`config.mk`:
```
export PLATFORM = sky130hd
export DESIGN_NAME = barrel_shift_arb
export DESIGN_NICKNAME = d
export VERILOG_FILES = /design/src/rtl/barrel_shift_arb.sv
export SDC_FILE = /design/constraint.sdc
export NUM_CORES = 1
export LEC_CHECK = 0
export ABC_CLOCK_PERIOD_IN_PS = 2850
export CORE_AREA = 2 2 92 94
export DETAILED_ROUTE_END_ITERATION = 6
export DIE_AREA = 0 0 94 96
export PLACE_DENSITY = 0.76
export SLEW_MARGIN = 5
export SYNTH_ARGS = -nofsm -noshare
export SYNTH_HDL_FRONTEND = slang
export SYNTH_SLANG_ARGS = --single-unit
```
`constraint.sdc`:
```
create_clock -name clk -period 2.85 [get_ports clk]
set_clock_uncertainty 0.15 [all_clocks]
set_input_delay 0.57 -clock clk [delete_from_list [all_inputs] [get_ports clk]]
set_output_delay 0.57 -clock clk [all_outputs]
set_load 0.03 [all_outputs]
```
`src/rtl/barrel_shift_arb.sv`:
```
// barrel_shift_arb: round-robin arbiter sharing one registered rotate unit among NREQ requesters
module barrel_shift_arb #(
  parameter int WIDTH = 16,
  parameter int NREQ = 4,
  localparam int SW = $clog2(WIDTH),
  localparam int IW = $clog2(NREQ)
) (
  input  logic                 clk,
  input  logic                 rst,
  input  logic [NREQ-1:0]      req_valid,
  output logic [NREQ-1:0]      req_ready,
  input  logic [NREQ*WIDTH-1:0] req_data,
  input  logic [NREQ*SW-1:0]   req_amt,
  input  logic [NREQ-1:0]      req_dir,
  output logic                 rsp_valid,
  input  logic                 rsp_ready,
  output logic [WIDTH-1:0]     rsp_data,
  output logic [IW-1:0]        rsp_id
);
  typedef enum logic {IDLE, BUSY} state_t;
  state_t state, state_nxt;
  logic [IW-1:0] ptr, gnt_idx, idx;
  logic gnt_any, acc;
  logic [WIDTH-1:0] d, rot;
  logic [SW-1:0] amt;
  logic [2*WIDTH-1:0] dd;
  // round-robin search from ptr; scanning farthest-first lets the nearest valid requester win
  always_comb begin
    gnt_any = 1'b0;
    gnt_idx = '0;
    idx = '0;
    for (int k = NREQ-1; k >= 0; k--) begin
      idx = IW'((int'(ptr) + k) % NREQ);
      if (req_valid[idx]) begin
        gnt_any = 1'b1;
        gnt_idx = idx;
      end
    end
  end
  // rotate the granted operand through a doubled word so both directions are a single shift
  always_comb begin
    d = req_data[gnt_idx*WIDTH +: WIDTH];
    amt = req_amt[gnt_idx*SW +: SW];
    dd = req_dir[gnt_idx] ? ({d, d} << amt) : ({d, d} >> amt);
    rot = req_dir[gnt_idx] ? dd[2*WIDTH-1:WIDTH] : dd[WIDTH-1:0];
  end
  // acceptance only in IDLE and never while reset is held
  always_comb begin
    acc = !rst && state == IDLE && gnt_any;
    req_ready = acc ? (NREQ'(1) << gnt_idx) : '0;
    state_nxt = acc ? BUSY : (state == BUSY && rsp_ready) ? IDLE : state;
  end
  assign rsp_valid = state == BUSY;
  // state, pointer and held result; the result only changes on acceptance so it holds while stalled
  always_ff @(posedge clk) begin
    if (rst) begin
      state <= IDLE;
      ptr <= '0;
      rsp_data <= '0;
      rsp_id <= '0;
    end else begin
      state <= state_nxt;
      if (acc) begin
        ptr <= (gnt_idx == IW'(NREQ-1)) ? '0 : gnt_idx + 1'b1;
        rsp_data <= rot;
        rsp_id <= gnt_idx;
      end
    end
  end
endmodule

```
# --- After elaboration in Yosys (flattened, before gate mapping) ---
# Index checks and enable logic that the tools add are counted.
totals:
  reg_bits: 21
  word_cells: 49
classes:
  add_sub_neg: 4
  magnitude_cmp: 5
  eq_ne: 1
  n_shift: 5
  mux: 24
  bitwise_logic: 1
  reduce_logical: 5
op_table:
  columns: ["operator", "n"]
  rows:
  - ["$shiftx A64 B7 Y16", 1]
  - ["$mux W32", 1]
  - ["$shl A32 B4 Y32", 1]
  - ["$shr A32 B4 Y32", 1]
  - ["$mux W16", 1]
  - ["$shiftx A16 B5 Y4", 1]
  - ["$lt A2 B3 Y1 const B", 5]
  - ["$mux W1", 11]
  - ["$bmux W1 S2", 5]
  - ["$mux W2", 5]
  - ["$add A2 B1 Y2 const B", 2]
  - ["$add A2 B2 Y2 const B", 2]
  - ["$mux W4", 1]
  - ["$shl A1 B2 Y4 const A", 1]
  - ["$logic_and A1 B1 Y1", 3]
  - ["$eq A2 B2 Y1 const B", 1]
  - ["$reduce_bool A2 Y1", 1]
  - ["$logic_not A1 Y1", 1]
  - ["$not A1 Y1", 1]

# --- Logic depth before layout (Yosys ltp) ---
# Gate-level depths: netlist of run 1.
depth:
  depth_word: 11
  ltp_mapped: 14
  ltp_nobuf: 11

# --- Worst setup path after synthesis of run 1 ---
# Ideal clock, no wire load.
synth_timing:
  kind: "in2reg"
  start: "in req_valid[0]"
  end: "reg rsp_data[7]"
  setup_ps: 122
  arrival_ps: 2853
  required_time_ps: 2578
  path_slack_ps: -275
  stages: 13
  n_path_buf: 2
  cell_sequence: "and2_4 -> and2_4 -> nor3_4 -> inv_2 -> and3_1 -> buf_6 -> buf_6 -> o211ai_2 -> nand2_1 -> mux4_2 -> mux2i_1 -> nor3_1 -> a221o_1"
synth_between:
  elab_chain_cells: 10
synth_lines:
  columns: ["element", "line", "text"]
  rows:
  - ["start, declared", "10", "input logic [NREQ-1:0] req_valid,"]
  - ["$bmux W1 S2", "34", "if (req_valid[idx]) begin"]
  - ["$mux W1 (implied by the code)", "34", null]
  - ["$mux W2 (4 in a row)", "34", null]
  - ["$shiftx A64 B7 Y16 (tied with other cells)", "42", "d = req_data[gnt_idx*WIDTH +: WIDTH];"]
  - ["$shr A32 B4 Y32 (tied with other cells)", "44", "dd = req_dir[gnt_idx] ? ({d, d} << amt) : ({d, d} >> amt);"]
  - ["$mux W32", "44", null]
  - ["$mux W16", "45", "rot = req_dir[gnt_idx] ? dd[2*WIDTH-1:WIDTH] : dd[WIDTH-1:0];"]
  - ["end signal, assigned", "65", "rsp_data <= rot;"]
  - ["end, declared", "17", "output logic [WIDTH-1:0] rsp_data,"]
# Parallel ways exist; a longest one is shown, timed or not. The select of a mux whose other input is x is not followed.
# A chain may end at the register's enable or synchronous reset.

# --- Worst setup path after layout of run 1 ---
layout_timing:
  start: "reg ptr[1]"
  end: "reg rsp_data[13]"
layout_between:
  elab_chain_cells: 11
layout_lines:
  columns: ["element", "line", "text"]
  rows:
  - ["start, declared", "22", "logic [IW-1:0] ptr, gnt_idx, idx;"]
  - ["start signal, assigned", "64", "ptr <= (gnt_idx == IW'(NREQ-1)) ? '0 : gnt_idx + 1'b1;"]
  - ["$add A2 B2 Y2", "33", "idx = IW'((int'(ptr) + k) % NREQ);"]
  - ["$bmux W1 S2", "34", null]
  - ["$mux W1 (implied by the code)", "34", null]
  - ["$mux W2 (4 in a row)", "34", null]
  - ["$shiftx A64 B7 Y16 (tied with other cells)", "42", null]
  - ["$shr A32 B4 Y32 (tied with other cells)", "44", null]
  - ["$mux W32", "44", null]
  - ["$mux W16", "45", null]
# Parallel ways exist; a longest one is shown, timed or not. The select of a mux whose other input is x is not followed.

==> results of run 1 <==
logic make-up (layout without fill, tap and decap cells):
| kind of cell | Yosys count | count (layout) | share of synthesized area |
|---|---|---|---|
| AOI/OAI and AO/OA | 153 | 153 | 0.311 |
| muxes | 20 | 20 | 0.0817 |
| and+or+nand+nor | 250 | 251 | 0.380 |
| buffers and inverters | 52 | 274 | 0.0832 |
| DFF | 21 | 21 | 0.128 |
| adders and majority gates | 4 | 4 | 0.0153 |
cells in the mapped netlist (all sizes together) (10+ instances only):
master / n / share of area
nand3: 81 / 0.12
nand2: 58 / 0.067
o21ai: 58 / 0.089
nand4: 43 / 0.082
nor2: 36 / 0.041
buf: 31 / 0.058
o22ai: 30 / 0.057
o211ai: 25 / 0.074
dfxtp: 21 / 0.13
clkbuf: 18 / 0.021
mux2i: 14 / 0.044
a21oi: 10 / 0.015
area by class of cell:
type,count,area (um2),area share
multi-input cells,428,3130,0.499
clock buffers,4,45.0,0.00718
well taps,105,131,0.0210
flip-flops and latches,21,428,0.0682
repair buffers,267,2520,0.401
inverters,3,22.5,0.00359
routing by layer:
metal	share of wire	track usage	wire length [um]
met1	0.37	0.428	6580
met5	0	0	0
met4	0.072	0.188	1290
met2	0.48	0.656	8600
met3	0.081	0.0454	1460
timing repair:
item | 4_1_cts | 5_1_grt
pin swaps | 47 | 33
gates cloned | 4 | 0
setup endpoints to repair | 20 | 18
buffers inserted | 42 | 8
resized for setup | 134 | 56
state kept, by name, indices dropped and copies added, names as in the netlist:
signal,cells
rsp_valid,1
ptr,2
rsp_id,2
rsp_data,16
power groups by stage:
stage	logic (mW)	registers, mW	clock network (mW)
6_report	3.95	0.447	0.206
5_1_grt	4.13	0.455	0.216
4_1_cts	3.55	0.443	0.205
3_5_place_dp	3.02	0.449	0
3_3_place_gp	2.98	0.444	0
2_1_floorplan	1.58	0.608	0
critical path, stage by stage, from the launching register on:
cell and delay [ns]:
dfxtp_4 0.37, nand2b_1 0.17, a21oi_2 0.22, nor3_4 0.06
buf_6 0.15, and3_4 0.20, buf_12 0.15, o211ai_1 0.36
nand2_2 0.18, buf_4 0.19, o22ai_1 0.14, nor2_1 0.08
mux4_2 0.46, o21a_1 0.17
metrics by stage:
stage | worst slack (ns) | utilization | instances | power (mW) | hold slack [ns]
finish | -0.301 | 0.779 | 828 | 4.60 | 0.318
global route | -0.350 | 0.779 | 828 | 4.80 | 0.360
CTS | -0.133 | 0.745 | 821 | 4.20 | 0.311
detailed placement | -1.04 | 0.641 | 775 | 3.47 | 0.299
global placement | -0.960 | 0.641 | 775 | 3.43 | 0.297
floorplan | -0.200 | - | 500 | 2.19 | 0.336
cell usage in the layout, fill, tap and decap left out, types with 4 or more instances in the layout:
cell	netlist	final
buf_4	2	123
clkdlybuf4s50_1	0	105
nand3_1	81	67
nand4_1	43	43
o21ai_0	57	37
nand2_1	57	36
nor2_1	36	30
buf_6	5	23
nand2_2	1	19
dfxtp_1	21	19
o21ai_1	1	18
o211ai_1	14	14
o22ai_1	30	14
o22ai_2	0	12
mux2i_1	13	11
nand3_2	0	9
a21oi_1	10	9
buf_12	0	9
nor2_2	0	6
and2_4	2	6
o211ai_2	11	6
a22oi_1	6	6
o211ai_4	0	5
nand3_4	0	5
mux4_2	5	5
a211o_1	5	5
nand2b_4	0	4
o22ai_4	0	4
a211oi_2	0	4
path summary, 6_finish.rpt:
check                 endpoint      start  cells after the start  slack (ns)
setup / recovery  rsp_data[13]     ptr[1]                     13       -0.30
hold / removal       rsp_id[1]  rsp_id[1]                      2        0.32
setup reg to reg  rsp_data[13]     ptr[1]                     13       -0.30
hold reg to reg      rsp_id[1]  rsp_id[1]                      2        0.32
==> flow_summary.ini, run 1 <==
[logic_synthesis]
synth_cell_types = 48
synth_edf_count = 0
syn_area_um2 = 3280
syn_inst = 500
synth-seq-cells = 21
avgSynthCellArea_um2 = 6.56
postSynth.topFlopCell = dfxtp_1
ys_seq_area_frac = 0.128
ys_async_sr_fraction = 0
ys_warn_count = 0
syn-num-nets = 595

[floorplanning]
core_um2 = 8050
die_area_um2 = 9020
num_io_pins = 114
start_util = 0.407
dieHeight_um = 96
die_x_um = 94
rows = 33

[worst_setup_path]
cp-start-kind = flop
critPathArrivalTime_ns = 3.16
critPathMaxFanout = 12
worstSetupPathType = reg2reg
cp-end-kind = flop
required_ns = 2.86

[drt]
num_vias = 5435
drt-vias-per-instance = 6.56
route.detailed.drc = 6
routed_wl_um = 17900
antenna_left = 0
first_iter_violations = 516
drtPass1Iterations = 7
avgRoutedWirePerCell_um = 21.7

[run_status]
violations = design-rule violations, negative setup slack
status = finished with violations

[power]
seqPwrFrac = 0.097
p_per_area_nw_per_um2 = 734
pwr-share-comb = 0.858
clock_power_share = 0.045
power.share.switching = 0.496
p_int_mw = 2.32
p_sw_mw = 2.28
p_leak_nw = 2.58
ir_drop_mv = 0.286

[place]
dpl.hpwl_um = 12100
dpl_cell_area_um2 = 5160
gp_congestion = 1.02
place.port_buffers = 113

[grt]
grt_overflow = 0
grt_pass1_vias = 5081
grt_max_degree = 37
grt_pass1_wl_um = 25900
antenna_found_initial = 0
gr-usage-all-layers = 0.366

[layout]
stdcell_area_um2 = 6270
fillCellCount = 574
final_net_count = 819
drive_above_1_share = 0.386
syn2layout_area_growth_pct = 91.3
diodes = 0

[clocking]
worstSkewPairLatency_ns = 0.26
cts_buffers = 3
htreeDepth = 1
cts-root-buf = clkbuf_8
cts_tree = yes
clk_pin_slew_ns = 0.07
clock-sinks = 21
cts_hold_buf = 0
clk_path_buf_depth = 2

[sta]
max_freq_mhz = 317
setup_tns_ns = -1.91
finalSetupViolCount = 15
finalHoldViolCount = 0
rsz0062_at_grt = yes
finalWorstSetupSlack_ns = -0.301
post-route-period-util = 1.11
relSlewSlack = 0.701
period_needed_ns = 3.15
slew_viol_final = 0
worstMarginPinSlew_ns = 0.447

[min_path]
hold_class = reg2reg

[run]
max_cap_violations = 0
Power figures use the tool's default switching activity.
==> run 2: changes to the inputs <==
Settings changed: ABC_CLOCK_PERIOD_IN_PS 2850 to 3700, CORE_AREA 2 2 92 94 to 2 2 84 86, DIE_AREA 0 0 94 96 to 0 0 86 88, PLACE_DENSITY 0.76 to 0.86.
Clock period 2.85 ns to 3.7 ns, I/O delays scaled along.
==> flow_summary.ini, run 2 (synthesis gave the netlist of run 1 again) <==
[worst_setup_path]
rr_startpoint = ptr[1]
r2r_setup_slack_ns = 0.54
critPathMaxFanout = 10
required_ns = 3.75
rr_endpoint = rsp_data[6]
slowest_stage = mux4_2
critPathArrivalTime_ns = 3.66
cp-end-kind = flop
worstSetupPathType = in2reg
cp-start-kind = input pin
r2r_cells = 13
cpPeakStageDelay_ns = 0.48
worstPathCellList = clkdlybuf4s50_1, nand2b_1, o211a_2, o21ai_1, and3_4, buf_12, o211ai_1, buf_4, nand2_1, o22ai_1, or2_0, mux4_2, a211oi_2

[power]
p_per_area_nw_per_um2 = 551
p_leak_nw = 2.21
p_total_mw = 2.91
ir_drop_mv = 0.194

[layout]
syn2layout_area_growth_pct = 61.3
final_net_count = 774
drive_above_1_share = 0.245
diodes = 0
stdcell_area_um2 = 5290
final_cell_mix = clkdlybuf4s50_1, buf_4, nand3_1, o21ai_0, nand2_1
regMostFlops = rsp_data
final_common_cell = clkdlybuf4s50_1
reg_top3 = rsp_data: 16 flops, ptr: 2 flops, rsp_id: 2 flops
largest_reg_flops = 16

[run]
max_cap_violations = 0

[sta]
post-route-period-util = 0.976
finalHoldViolCount = 0
worstMarginPinSlew_ns = 0.386
max_freq_mhz = 277
finalSetupViolCount = 0
relSlewSlack = 0.740
holdWs_ns = 0.315
period_needed_ns = 3.61
finalWorstSetupSlack_ns = 0.0889
slew_viol_final = 0

[drt]
routed_wl_um = 13700
drt-vias-per-instance = 6.46
drt-met1-wl_um = 5440
routed.top_layer = met4
drtPass1Iterations = 5
first_iter_violations = 434
route.met3.wl_um = 1060
dr_wl_met2_um = 6730
num_vias = 4897
route.detailed.drc = 0
avgRoutedWirePerCell_um = 18.1
antenna_left = 0

[place]
dpl.hpwl_um = 11100
dpl_cell_area_um2 = 5080
place.port_buffers = 113
gp_congestion = 1.02
pre_cts_ws_ns = -0.358

[clocking]
clock-sinks = 21
cts_tree = yes
clk_path_buf_depth = 2
clk_pin_slew_ns = 0.09
cts_buffers = 3
htreeDepth = 1
cts-root-buf = clkbuf_8
worstSkewPairLatency_ns = 0.26

[floorplanning]
die_area_um2 = 7570
core_um2 = 6640
start_util = 0.493
rows = 30
num_io_pins = 114
die_x_um = 86
dieHeight_um = 88

[min_path]
hold_end = rsp_id[0]
hold_class = reg2reg
hp-start = rsp_id[0]
hold_path_depth = 2

[grt]
antenna_found_initial = 0
gr-usage-all-layers = 0.356
grt_pass1_wl_um = 21900
grt_pass1_vias = 4569
grt_overflow = 0
grt_max_degree = 33

[run_status]
status = finished, final reports clean
## run 2: changes by cell type in the layout (fill, tap and decap cells not counted), sizes merged
cell and delta:
dlygate4sd2 +1, dlymetal6s2s +2, clkinv +1, and3 -1
buf -48, clkbuf -2, clkinvlp -1, inv +1
clkdlybuf4s50 +2
## run 2: worst max-delay path: cells and delay by family
kind,cells,cell delay (ns)
buffers and inverters,3,0.72
muxes,1,0.48
AOI/OAI and AO/OA,5,0.93
and+or+nand+nor,4,0.79
## run 2: power by group
group,internal (mW),total [mW],switching (mW)
combinational,1.08,2.41,1.33
sequential,0.297,0.341,0.0441
clock,0.0753,0.161,0.0856
## run 2: area by class of cell
class / instances / area (um2)
repair buffers: 223 / 2020
clock buffers: 3 / 41.3
clock inverters: 1 / 5.00
fillers: 482 / 1360
inverters: 3 / 11.3
well taps: 80 / 100
flip-flops and latches: 21 / 420
multi-input cells: 427 / 2690
## run 2: timing repair
item,4_1_cts,5_1_grt
buffers inserted,0,5
pin swaps,0,12
endpoints found under the setup margin,3,15
gates resized for setup,3,35
hold buffers,0,0
## run 2: routing by layer
metal / GRT usage / vias to the layer above
li1: - / 2269
met1: 0.444 / 2272
met2: 0.641 / 305
met3: 0.0254 / 51
met4: 0.134 / 0
met5: 0 / -
## run 2: through the flow
step	TNS [ns]	util	instances
floorplan	0	-	500
global placement	-1.15	0.765	749
detailed placement	-2.26	0.765	749
CTS	0	0.772	753
global route	-0.0924	0.796	758
finish	0	0.796	758
## run 2: worst max path at each step
stage / from / end / depth (start not counted)
2_1_floorplan: req_valid[0] / rsp_data[7] / 13
3_3_place_gp: req_valid[0] / rsp_data[6] / 12
3_5_place_dp: req_valid[2] / rsp_data[6] / 12
4_1_cts: req_valid[2] / rsp_data[6] / 12
5_1_grt: req_valid[1] / rsp_data[3] / 14
6_report: req_valid[1] / rsp_data[6] / 13
